File: config.mk
export PLATFORM = sky130hd
export DESIGN_NAME = sram_arbiter_mp
export DESIGN_NICKNAME = d
export VERILOG_FILES = /design/src/rtl/sram_arbiter_mp.sv
export SDC_FILE = /design/constraint.sdc
export NUM_CORES = 1
export LEC_CHECK = 0
export BUFFER_PORTS_ARGS = -buffer_cell sky130_fd_sc_hd__buf_4
export CAP_MARGIN = 20
export CELL_PAD_IN_SITES_DETAIL_PLACEMENT = 1
export CELL_PAD_IN_SITES_GLOBAL_PLACEMENT = 1
export CORE_ASPECT_RATIO = 0.6
export CORE_MARGIN = 2
export CORE_UTILIZATION = 35
export CTS_CLUSTER_DIAMETER = 60
export DETAILED_ROUTE_END_ITERATION = 10
export HOLD_SLACK_MARGIN = 0.02
export PLACE_DENSITY_LB_ADDON = 0.1
export REMOVE_ABC_BUFFERS = 1
export SETUP_SLACK_MARGIN = 0.4
export SLEW_MARGIN = 20
export SYNTH_ARGS = -nofsm -noshare
export SYNTH_HDL_FRONTEND = slang
export SYNTH_SLANG_ARGS = --single-unit
export TNS_END_PERCENT = 20
File: constraint.sdc
create_clock -name clk200 -period 3.7 [get_ports clk200]
set_clock_uncertainty 0.1 [all_clocks]
set_input_delay 0.185 -clock clk200 [delete_from_list [all_inputs] [get_ports clk200]]
set_output_delay 0.185 -clock clk200 [all_outputs]
set_load 0.03 [all_outputs]
File: src/rtl/sram_arbiter_mp.sv
// N-port arbiter and asynchronous-SRAM timing engine (clk200 domain).
// Requesters use toggle req/ack handshakes. Each access runs SETUP, ACCESS
// (ACCESS_CYCLES long) and RECOVER. Arbitration also runs in RECOVER, so
// back-to-back accesses need no idle gap. An optional fixed-priority port
// always wins; the remaining ports share round-robin.
module sram_arbiter_mp #(
    parameter int NUM_PORTS     = 3,
    parameter int ADDR_W        = 20,
    parameter int DATA_W        = 16,
    parameter int ACCESS_CYCLES = 3,
    parameter int HAS_PRIORITY  = 1,
    parameter int PRIORITY_PORT = 0
) (
    input  logic                        clk200,
    input  logic                        reset,
    input  logic [NUM_PORTS-1:0]        req,
    output logic [NUM_PORTS-1:0]        ack,
    input  logic [NUM_PORTS-1:0]        read,
    input  logic [NUM_PORTS*ADDR_W-1:0] address,
    input  logic [NUM_PORTS-1:0]        lb,
    input  logic [NUM_PORTS-1:0]        ub,
    input  logic [NUM_PORTS*DATA_W-1:0] wdata,
    output logic [NUM_PORTS*DATA_W-1:0] rdata,
    output logic                        SR_OE_n,
    output logic                        SR_WE_n,
    output logic                        SR_LB_n,
    output logic                        SR_UB_n,
    output logic [ADDR_W-1:0]           SR_A,
    output logic [DATA_W-1:0]           SR_D_o,
    output logic                        SR_D_oe,
    input  logic [DATA_W-1:0]           SR_D_i
);

    localparam int             PW       = (NUM_PORTS > 1) ? $clog2(NUM_PORTS) : 1;
    localparam logic [PW:0]    NP       = NUM_PORTS[PW:0];
    localparam logic [PW:0]    ONE      = {{PW{1'b0}}, 1'b1};
    localparam logic [PW-1:0]  PRIO     = PRIORITY_PORT[PW-1:0];
    localparam logic [3:0]     LAST     = ACCESS_CYCLES[3:0];
    localparam bit             USE_PRIO = (HAS_PRIORITY != 0);

    typedef enum logic [1:0] {IDLE, SETUP, ACCESS, RECOVER} state_t;

    state_t               state;
    logic [PW-1:0]        grant;
    logic [PW-1:0]        rr_ptr;
    logic [3:0]           cnt;
    logic                 is_read;

    logic [NUM_PORTS-1:0] pend;
    logic                 win_vld;
    logic [PW-1:0]        win;
    logic [PW-1:0]        win_nxt;
    logic [PW:0]          cand;
    logic [PW:0]          nxt;
    logic                 sel_read;
    logic                 sel_lb;
    logic                 sel_ub;
    logic [ADDR_W-1:0]    sel_addr;
    logic [DATA_W-1:0]    sel_wdata;

    // Pick the next winner. In RECOVER the granted port is judged as if its
    // ack had already toggled, so only a fresh re-request from it counts.
    always_comb begin
        pend = req ^ ack;
        if (state == RECOVER) begin
            pend[grant] = ~pend[grant];
        end
        win_vld = 1'b0;
        win     = '0;
        cand    = {1'b0, rr_ptr};
        if (USE_PRIO && pend[PRIO]) begin
            win_vld = 1'b1;
            win     = PRIO;
        end else begin
            for (int i = 0; i < NUM_PORTS; i++) begin
                if (cand >= NP) begin
                    cand = cand - NP;
                end
                if (!win_vld && pend[cand[PW-1:0]] &&
                    !(USE_PRIO && cand[PW-1:0] == PRIO)) begin
                    win_vld = 1'b1;
                    win     = cand[PW-1:0];
                end
                cand = cand + ONE;
            end
        end
        nxt = {1'b0, win} + ONE;
        if (nxt >= NP) begin
            nxt = nxt - NP;
        end
        win_nxt   = nxt[PW-1:0];
        sel_read  = read[win];
        sel_lb    = lb[win];
        sel_ub    = ub[win];
        sel_addr  = address[int'(win)*ADDR_W +: ADDR_W];
        sel_wdata = wdata[int'(win)*DATA_W +: DATA_W];
    end

    // Access sequencer: strobes, latched request fields, read capture and ack toggling.
    always_ff @(posedge clk200) begin
        if (reset) begin
            state   <= IDLE;
            grant   <= '0;
            rr_ptr  <= '0;
            cnt     <= '0;
            is_read <= 1'b0;
            ack     <= '0;
            rdata   <= '0;
            SR_OE_n <= 1'b1;
            SR_WE_n <= 1'b1;
            SR_LB_n <= 1'b1;
            SR_UB_n <= 1'b1;
            SR_A    <= '0;
            SR_D_o  <= '0;
            SR_D_oe <= 1'b0;
        end else begin
            case (state)
                IDLE: begin
                    SR_LB_n <= 1'b1;
                    SR_UB_n <= 1'b1;
                end
                SETUP: begin
                    state   <= ACCESS;
                    cnt     <= 4'd1;
                    SR_OE_n <= ~is_read;
                    SR_WE_n <= is_read;
                end
                ACCESS: begin
                    if (cnt == LAST) begin
                        state   <= RECOVER;
                        SR_OE_n <= 1'b1;
                        SR_WE_n <= 1'b1;
                        if (is_read) begin
                            rdata[int'(grant)*DATA_W +: DATA_W] <= SR_D_i;
                        end
                    end else begin
                        cnt <= cnt + 4'd1;
                    end
                end
                RECOVER: begin
                    ack[grant] <= ~ack[grant];
                    SR_D_oe    <= 1'b0;
                    state      <= IDLE;
                    SR_LB_n    <= 1'b1;
                    SR_UB_n    <= 1'b1;
                end
                default: state <= IDLE;
            endcase

            // A grant from IDLE or RECOVER overrides the release values above.
            if ((state == IDLE || state == RECOVER) && win_vld) begin
                state   <= SETUP;
                grant   <= win;
                is_read <= sel_read;
                SR_A    <= sel_addr;
                SR_LB_n <= ~sel_lb;
                SR_UB_n <= ~sel_ub;
                SR_D_o  <= sel_wdata;
                SR_D_oe <= ~sel_read;
                if (!(USE_PRIO && win == PRIO)) begin
                    rr_ptr <= win_nxt;
                end
            end
        end
    end

endmodule
==> results.md, run 1 <==
Clocking:
- The buffer depth of the longest clock path is 2.
- After clock tree synthesis, the clock-pin slew on the worst setup and hold paths is 0.08 ns.
- Clock latency on the worst-skew pair, taken at its later pin, is 0.36 ns.
- The CTS buffer count is 9.
- The root buffer cell is sky130_fd_sc_hd__clkbuf_16.
- TritonCTS built the clock tree.
- Counting every sink on the clock net gives 103.
- The clock tree synthesis step divided the H-tree into 3 levels.

Power and ir drop:
- The peak supply drop is 0.000397 V.
- The power density over the cells is 738 nW/um2.
- For this design the static power due to leakage is 0.00359 uW.

Die:
- The core region area is 17,000 um2.
- The row count is 37.
- The horizontal die dimension is 174 um.
- The area of the die is 18,400 um2.
- For this design the top-level I/O count stands at 230.
- The die height is 106 um.
- The initial cell density of the core is 35.6%.

Synth:
- The number of synthesized flops with an enable pin is 0.
- The cell accounting for the most synthesized area is sky130_fd_sc_hd__dfxtp_1.
- After synthesis, the largest family of logic cells by area is compound AO/OA/AOI/OAI gates.
- The share of synthesized cell area in and, or, nand and nor gates is 21.6%.
- For this run, the leading register cell type out of synthesis is sky130_fd_sc_hd__dfxtp_1.
- The proportion of synthesized chip area in sequential cells is 34.0%.
- In the synthesized netlist, mux cells make up 6.27% of the area.
- Summing the areas of all fa, ha and maj instances in the mapped netlist gives 2.89% of the synthesized area.
- The synthesized-area fraction occupied by xor and xnor cells is 0.702%.
- During synthesis, Yosys emitted a total of 0 warnings.
- The number of synthesized register bits is 103.
- Summing the areas of all compound-gate instances in the mapped netlist gives 28.3% of the synthesized area.
- The mapped netlist covers 6060 um2.
- The average size of a mapped cell is 7.58 um2.
- In the synthesized netlist the async set-or-reset flop fraction comes to 0%.
- The area share of the leading cell type in the synthesized netlist is 34.0%.
- By area the synthesized netlist is led by sky130_fd_sc_hd__dfxtp_1, sky130_fd_sc_hd__nand2_1, sky130_fd_sc_hd__nand3_1.
- Synthesis produced a netlist whose cell count is 800.
- The count of cell types in the netlist is 54.

Finish:
- The finished layout holds 1,274 standard cells, fillers aside.
- Cells with a size suffix above 1 make up 30.5% of the layout.
- The number of antenna diodes in the final layout is 0.
- The area growth from synthesis to layout is 45.7%.
- The net count reported at finish is 1,187.

Worst hold path:
- The path class of the lowest-slack min-delay path is in2reg.

Detailed routing:
- For this block, the initial DRC count from the detailed router was 622.
- The post-detailed-route count of antenna-violating nets is 0.
- Before antenna repair, the detailed router went through 5 iterations.
- The post-route DRC violation count is 0.
- The via total after detailed routing is 7,055.
- The routed wire length per instance is 19.1 um.
- Using the TritonRoute via totals, the vias-per-cell ratio works out to 5.54.
- The total wire length after detailed routing is 24.3 mm.

STA:
- The ratio of final minimum period to clock period is 90.6%.
- Setup repair after global routing could not meet its margin everywhere.
- At the pin with the least slew margin, the transition time is 0.773 ns.
- The smallest clock period supported by the final layout is computed as 3.35 ns.
- The number of hold violations in the final report was 0.
- Timing would allow up to 0.298 GHz.
- In this run the tightest slew margin relative to its limit is 48.4%.
- Summed over all failing endpoints, the final setup total negative slack is 0 ns.
- The max-slew violation total from the final report came to 0.
- The final number of setup-violating endpoints is 0.

Placement:
- The half-perimeter wire length after placement is 16.4 mm.
- Including well taps, the total number of placed cells is 1,220.
- The global placer's final weighted congestion is 0.850.
- During placement, the flow inserted port buffers numbering 229.

Critical path:
- STA classifies the critical path endpoint as a flip-flop.
- The highest net fanout along the worst path is 13.
- The data arrival time of the critical path is 3.48 ns.
- The type of the worst setup path is reg2reg.
- The endpoint required time on the critical path is 3.82 ns.
- The kind of start point of the critical path is a flip-flop.

Global route:
- The global-route wire length before repair is 38.9 mm.
- In the global route stage, overall resource usage came out at 25.9%.
- The number of antenna violations at the first check in global routing is 0.
- The maximum number of pins on one net before global-route repair is 67.
- The number of global-route vias before repair is 7,133.
- The overall overflow remaining after global route is 0.

Flow run:
- The max-capacitance violation count is 0.

Outcome:
- The run finished with clean final reports.
-- report_power, final --
group	switching [uW]	internal, uW	leakage [uW]
Combinational	2440	1620	0.00261
Clock	507	474	0.000141
Sequential	153	1330	0.000842
-- registers in the layout, indices dropped and copies added, names as in the netlist --
register  count
rr_ptr        2
is_read       1
SR_D_oe       1
rdata        48
SR_WE_n       1
grant         2
state         2
SR_OE_n       1
SR_LB_n       1
ack           3
SR_A         20
cnt           4
SR_UB_n       1
SR_D_o       16
-- path summary, 6_finish.rpt --
path	start	to	slack (ns)	depth (start not counted)
worst min-delay path	address[46]	SR_A[6]$_SDFFE_PP0P_	0.02	3
worst max-delay path	grant[1]$_SDFFE_PP0P_	SR_D_o[1]$_SDFFE_PP0P_	0.35	13
worst min register to register	rdata[24]$_SDFFE_PP0P_	rdata[24]$_SDFFE_PP0P_	0.36	2
worst max register to register	grant[1]$_SDFFE_PP0P_	SR_D_o[1]$_SDFFE_PP0P_	0.35	13
-- cells by family after synthesis --
group                      after synthesis
buffers and inverters                   84
muxes                                   38
adders and majority gates               14
DFF                                    103
AOI/OAI and AO/OA                      254
and+or+nand+nor                        303
xor gates and xnor gates                 4
-- cells in the final DEF, fill, tap and decap left out, types with 3 or more instances in the layout --
master and count:
sky130_fd_sc_hd__o21ai_0 69, sky130_fd_sc_hd__nand3_1 94, sky130_fd_sc_hd__buf_12 4, sky130_fd_sc_hd__a311oi_1 3
sky130_fd_sc_hd__xnor2_1 3, sky130_fd_sc_hd__a21oi_1 66, sky130_fd_sc_hd__clkbuf_16 10, sky130_fd_sc_hd__buf_4 258
sky130_fd_sc_hd__o21ai_1 11, sky130_fd_sc_hd__inv_1 11, sky130_fd_sc_hd__o31ai_4 3, sky130_fd_sc_hd__nor2_1 12
sky130_fd_sc_hd__a2111oi_0 23, sky130_fd_sc_hd__dfxtp_1 101, sky130_fd_sc_hd__nand2b_1 4, sky130_fd_sc_hd__ha_2 3
sky130_fd_sc_hd__o2bb2ai_1 36, sky130_fd_sc_hd__dlygate4sd3_1 32, sky130_fd_sc_hd__ha_1 10, sky130_fd_sc_hd__and3_1 3
sky130_fd_sc_hd__a2111oi_2 7, sky130_fd_sc_hd__nand2_1 172, sky130_fd_sc_hd__a2111oi_1 7, sky130_fd_sc_hd__mux2i_1 38
-- per-layer routing --
layer	track usage [%]	routed length, um	up-vias
met5	0	0	-
met4	4.08	235	0
met3	5.22	1370	19
met2	41.6	11100	207
met1	36.7	11700	3455
li1	-	-	3374
-- cells in the mapped netlist, types with 3 or more instances --
cell                          n
sky130_fd_sc_hd__buf_4        3
sky130_fd_sc_hd__o2bb2ai_1   36
sky130_fd_sc_hd__and3_1       3
sky130_fd_sc_hd__o21ai_1     12
sky130_fd_sc_hd__nand2b_1     4
sky130_fd_sc_hd__nor3_1       3
sky130_fd_sc_hd__dfxtp_1    103
sky130_fd_sc_hd__xnor2_1      3
sky130_fd_sc_hd__buf_1        5
sky130_fd_sc_hd__nor3b_1      4
sky130_fd_sc_hd__nand3_1     94
sky130_fd_sc_hd__a311oi_1     4
sky130_fd_sc_hd__ha_1        14
sky130_fd_sc_hd__nand2_1    174
sky130_fd_sc_hd__a21oi_1     67
sky130_fd_sc_hd__clkbuf_1    48
sky130_fd_sc_hd__buf_6        5
sky130_fd_sc_hd__buf_2        9
sky130_fd_sc_hd__o21ai_0     69
sky130_fd_sc_hd__nor2_1      14
sky130_fd_sc_hd__inv_1       12
sky130_fd_sc_hd__a2111oi_0   37
sky130_fd_sc_hd__mux2i_1     38
-- worst max-delay path, stage by stage (launching register included) --
cell	delay (ns)
sky130_fd_sc_hd__dfxtp_2	0.39
sky130_fd_sc_hd__inv_1	0.13
sky130_fd_sc_hd__ha_1	0.26
sky130_fd_sc_hd__nand2_2	0.17
sky130_fd_sc_hd__nand2_1	0.16
sky130_fd_sc_hd__o31ai_4	0.12
sky130_fd_sc_hd__a222oi_1	0.12
sky130_fd_sc_hd__buf_4	0.17
sky130_fd_sc_hd__a221o_2	0.45
sky130_fd_sc_hd__buf_12	0.19
sky130_fd_sc_hd__buf_12	0.16
sky130_fd_sc_hd__mux2i_1	0.11
sky130_fd_sc_hd__a2111oi_0	0.52
sky130_fd_sc_hd__o2bb2ai_1	0.15
-- metrics by stage --
step                power [uW]  cell area (um2)  hold slack, ns  setup WS, ns  util [%]
finish                    6520             8840          0.0208         0.346      51.9
global route              6970             8840          0.0412         0.227      51.9
CTS                       6290             8680          0.0202         0.400      50.9
detailed placement        5250             8050           0.347         0.229      47.3
global placement          5200             8050           0.340         0.464      47.3
floorplan                 3790             5740           0.154         -1.83         -
-- timing repair --
item,CTS,global route
hold buffers,32,0
pin swaps,1,4
gates cloned,0,1
setup buffers,1,4
endpoints found under the setup margin,34,42
resized for setup,3,34
endpoints found under the hold margin,62,0
-- cell type report --
cell class                 instances  area, um2
fill                            2143       8200
clock buffer                       9        225
tap                              234        293
timing repair buffer             295       2360
multi-input combinational        613       3770
clock inverter                     7       66.3
inverter                          13       48.8
sequential                       103       2070
Note: power is estimated with default switching activity, not from simulation.
==> run 2, diff against run 1 <==
--- a/config.mk
+++ b/config.mk
@@ -10,7 +10,7 @@
 export CELL_PAD_IN_SITES_DETAIL_PLACEMENT = 1
 export CELL_PAD_IN_SITES_GLOBAL_PLACEMENT = 1
 export CORE_ASPECT_RATIO = 0.6
-export CORE_MARGIN = 2
+export CORE_MARGIN = 1.5
 export CORE_UTILIZATION = 35
 export CTS_CLUSTER_DIAMETER = 60
 export DETAILED_ROUTE_END_ITERATION = 10
==> results.md, run 2 (synthesis gave the netlist of run 1 again) <==
Global route:
- The aggregate global-route resource usage is 26.7% (was 25.9%).
- The maximum number of pins on one net before global-route repair was 67 (unchanged).
- The number of global-route vias before repair is 6,953 (was 7,133).
- The global-route wire length before repair is 38.9 mm (about the same).
- The overall overflow remaining after global route is 0 (unchanged).
- The number of antenna violations at the first check in global routing is 0 (unchanged).

Finish:
- Top flop regs: rdata x48, SR_A x20, SR_D_o x16 (unchanged).
- The flip-flop count of the largest register, all copies and words added is 48 (unchanged).
- The share of cells above drive strength 1 is 30.0% (was 30.5%).
- The final core area utilization is 51.5% (was 51.9%).
- The most common cell after layout, fill and taps aside is sky130_fd_sc_hd__buf_4 (unchanged).
- Highest-count cells in the layout ignoring fill and taps: sky130_fd_sc_hd__buf_4, sky130_fd_sc_hd__nand2_1, sky130_fd_sc_hd__dfxtp_1, sky130_fd_sc_hd__nand3_1, sky130_fd_sc_hd__o21ai_0 (unchanged).
- The net count reported at finish is 1,181 (was 1,187).
- The fill cell total of the finished layout was 2,112 (was 2,143).
- The register with the highest flop count is rdata (unchanged).
- The layout overhead on the synthesized area is 44.7% (was 45.7%).
- The diode insertion count for antenna repair was 0 (unchanged).

Clocking:
- The buffer depth of the longest clock path is 2 (unchanged).
- The root buffer cell was sky130_fd_sc_hd__clkbuf_16 (unchanged).
- The clock tree from TritonCTS is yes (unchanged).
- The CTS buffer count is 9 (unchanged).
- The sink count of the clock tree is 103 (unchanged).
- The depth of the CTS H-tree is 3 (unchanged).
- The clock input transition at the sequential cells of the worst setup and hold paths is 0.09 ns (was 0.08 ns).
- The clock latency on the worst-skew pair is 0.35 ns (was 0.36 ns).

STA:
- The ratio of final minimum period to clock period is 87.1% (was 90.6%).
- The normalized max-slew margin is 48.8% (was 48.4%).
- The final number of setup-violating endpoints is 0 (unchanged).
- The final-layout setup total negative slack is 0 ns (unchanged).
- The shortest clock period the worst path allows after layout is 3.22 ns (was 3.35 ns).
- The number of hold violations in the final report is 0 (unchanged).
- The max-slew violation total from the final report came to 0 (unchanged).
- The maximum operating frequency came to 0.310 GHz (was 0.298 GHz).
- Setup repair after global routing missed its margin: yes (unchanged).
- The worst-margin pin slew is 0.768 ns (was 0.773 ns).

Critical path:
- The critical path launch point is grant[0]$_SDFFE_PP0P_ (was grant[1]$_SDFFE_PP0P_).
- The highest net fanout along the worst path is 37 (was 13).
- The data arrival time of the critical path is 3.38 ns (was 3.48 ns).
- The kind of start point of the critical path is a flip-flop (unchanged).
- The endpoint required time on the critical path came to 3.86 ns (was 3.82 ns).
- The start of the worst register-to-register path was grant[0]$_SDFFE_PP0P_ (was grant[1]$_SDFFE_PP0P_).
- The type of destination of the critical path is a flip-flop (unchanged).
- The type of the worst setup path is reg2reg (unchanged).

Power and ir drop:
- The total internal power is 3390 uW (was 3420 uW).
- The share of power burned in combinational logic is 62.1% (was 62.2%).
- The power density over the cells was 741 nW/um2 (was 738 nW/um2).
- The peak supply drop is 0.000353 V (was 0.000397 V).
- The clock share of power is 15.0% (about the same).
- The leakage power is 0.00357 uW (was 0.00359 uW).
- The switching power as a share of total power came to 47.9% (was 47.5%).
- The switching power total is 3110 uW (was 3100 uW).
- The share of total power in sequential cells is 22.9% (was 22.8%).

Worst hold path:
- The origin of the worst min-delay path is address[41] (was address[46]).
- The path class of the lowest-slack min-delay path is in2reg (unchanged).

Die:
- The row count is 37 (unchanged).
- The die height is 105 um (was 106 um).
- The area of the die is 18,100 um2 (was 18,400 um2).
- The horizontal die dimension is 173 um (was 174 um).
- The core region area came to 17,000 um2 (unchanged).
- The initial cell density of the core is 35.6% (unchanged).
- The I/O pin count came to 230 (unchanged).

Detailed routing:
- The post-detailed-route count of antenna-violating nets was 0 (unchanged).
- The via total after detailed routing is 6,974 (was 7,055).
- The routed wire length per instance came to 19.3 um (was 19.1 um).
- The total wire length after detailed routing is 24.4 mm (was 24.3 mm).
- The DRC marker count from the first detailed-route iteration is 402 (was 622).
- The post-route DRC violation count is 0 (unchanged).
- The per-cell via count in the routed design is 5.50 (was 5.54).
- The iteration count of the initial detailed-routing pass is 4 (was 5).

Placement:
- The count of input and output buffers is 229 (unchanged).
- The global placer's final weighted congestion is 0.857 (was 0.850).
- The half-perimeter wire length after placement is 16.5 mm (was 16.4 mm).

Flow run:
- The max-capacitance violation count is 0 (unchanged).

Outcome:
- Status: completed (unchanged).
==> run 2: cell type report <==
| class | count | area (um2) | share of cell area, % |
|---|---|---|---|
| multi-input cells | 613 | 3750 | 42.8 |
| clock inverters | 7 | 70.1 | 0.799 |
| inverters | 13 | 53.8 | 0.613 |
| repair buffers | 289 | 2310 | 26.4 |
| clock buffers | 9 | 225 | 2.57 |
| flip-flops and latches | 103 | 2060 | 23.5 |
| well taps | 234 | 293 | 3.34 |
==> run 2: timing repair <==
item	4_1_cts	5_1_grt
setup buffers	1	1
resized for setup	5	29
hold endpoints to repair	57	0
pin swaps	3	3
hold buffers	30	0
gates cloned	1	0
endpoints found under the setup margin	38	38
==> run 2: final timing paths <==
check / endpoint / slack (ns) / cells after the start
hold reg to reg: rdata[4]$_SDFFE_PP0P_ / 0.35 / 2
setup / recovery: SR_A[14]$_SDFFE_PP0P_ / 0.48 / 12
hold / removal: SR_A[1]$_SDFFE_PP0P_ / 0.03 / 3
setup reg to reg: SR_A[14]$_SDFFE_PP0P_ / 0.48 / 12
==> run 2: worst max-delay path, stage by stage (launching register included) <==
cell and delay, ns:
sky130_fd_sc_hd__dfxtp_2 0.39, sky130_fd_sc_hd__inv_1 0.13, sky130_fd_sc_hd__ha_2 0.24, sky130_fd_sc_hd__nand2_2 0.10
sky130_fd_sc_hd__a21oi_1 0.19, sky130_fd_sc_hd__o31ai_2 0.11, sky130_fd_sc_hd__a222oi_1 0.46, sky130_fd_sc_hd__a221oi_2 0.13
sky130_fd_sc_hd__a41o_2 0.39, sky130_fd_sc_hd__buf_12 0.20, sky130_fd_sc_hd__a2111oi_0 0.38, sky130_fd_sc_hd__buf_4 0.19
sky130_fd_sc_hd__o2bb2ai_1 0.06
==> run 2: power by group through the flow <==
stage / logic (uW) / clock network [uW] / registers (uW)
floorplan: 2010 / 0 / 1790
global placement: 3670 / 0 / 1500
detailed placement: 3720 / 0 / 1500
CTS: 3890 / 1010 / 1480
global route: 4360 / 1040 / 1510
finish: 4030 / 974 / 1490
==> run 2: through the flow <==
stage	power, uW	worst slack [ns]	area [um2]	hold WS [ns]	instances
floorplan	3790	-1.83	5740	0.154	729
global placement	5170	0.356	8030	0.338	1219
detailed placement	5220	0.260	8030	0.346	1219
CTS	6390	0.440	8680	0.0209	1267
global route	6920	0.290	8770	0.0247	1268
finish	6500	0.479	8770	0.0334	1268
==> run 2: routing by layer <==
metal	vias to the layer above	wire (um)	global-route usage, %
met3	22	1210	4.77
met2	196	10800	41.4
met5	-	0	0
met1	3384	12100	38.1
met4	0	342	6.34
li1	3372	-	-
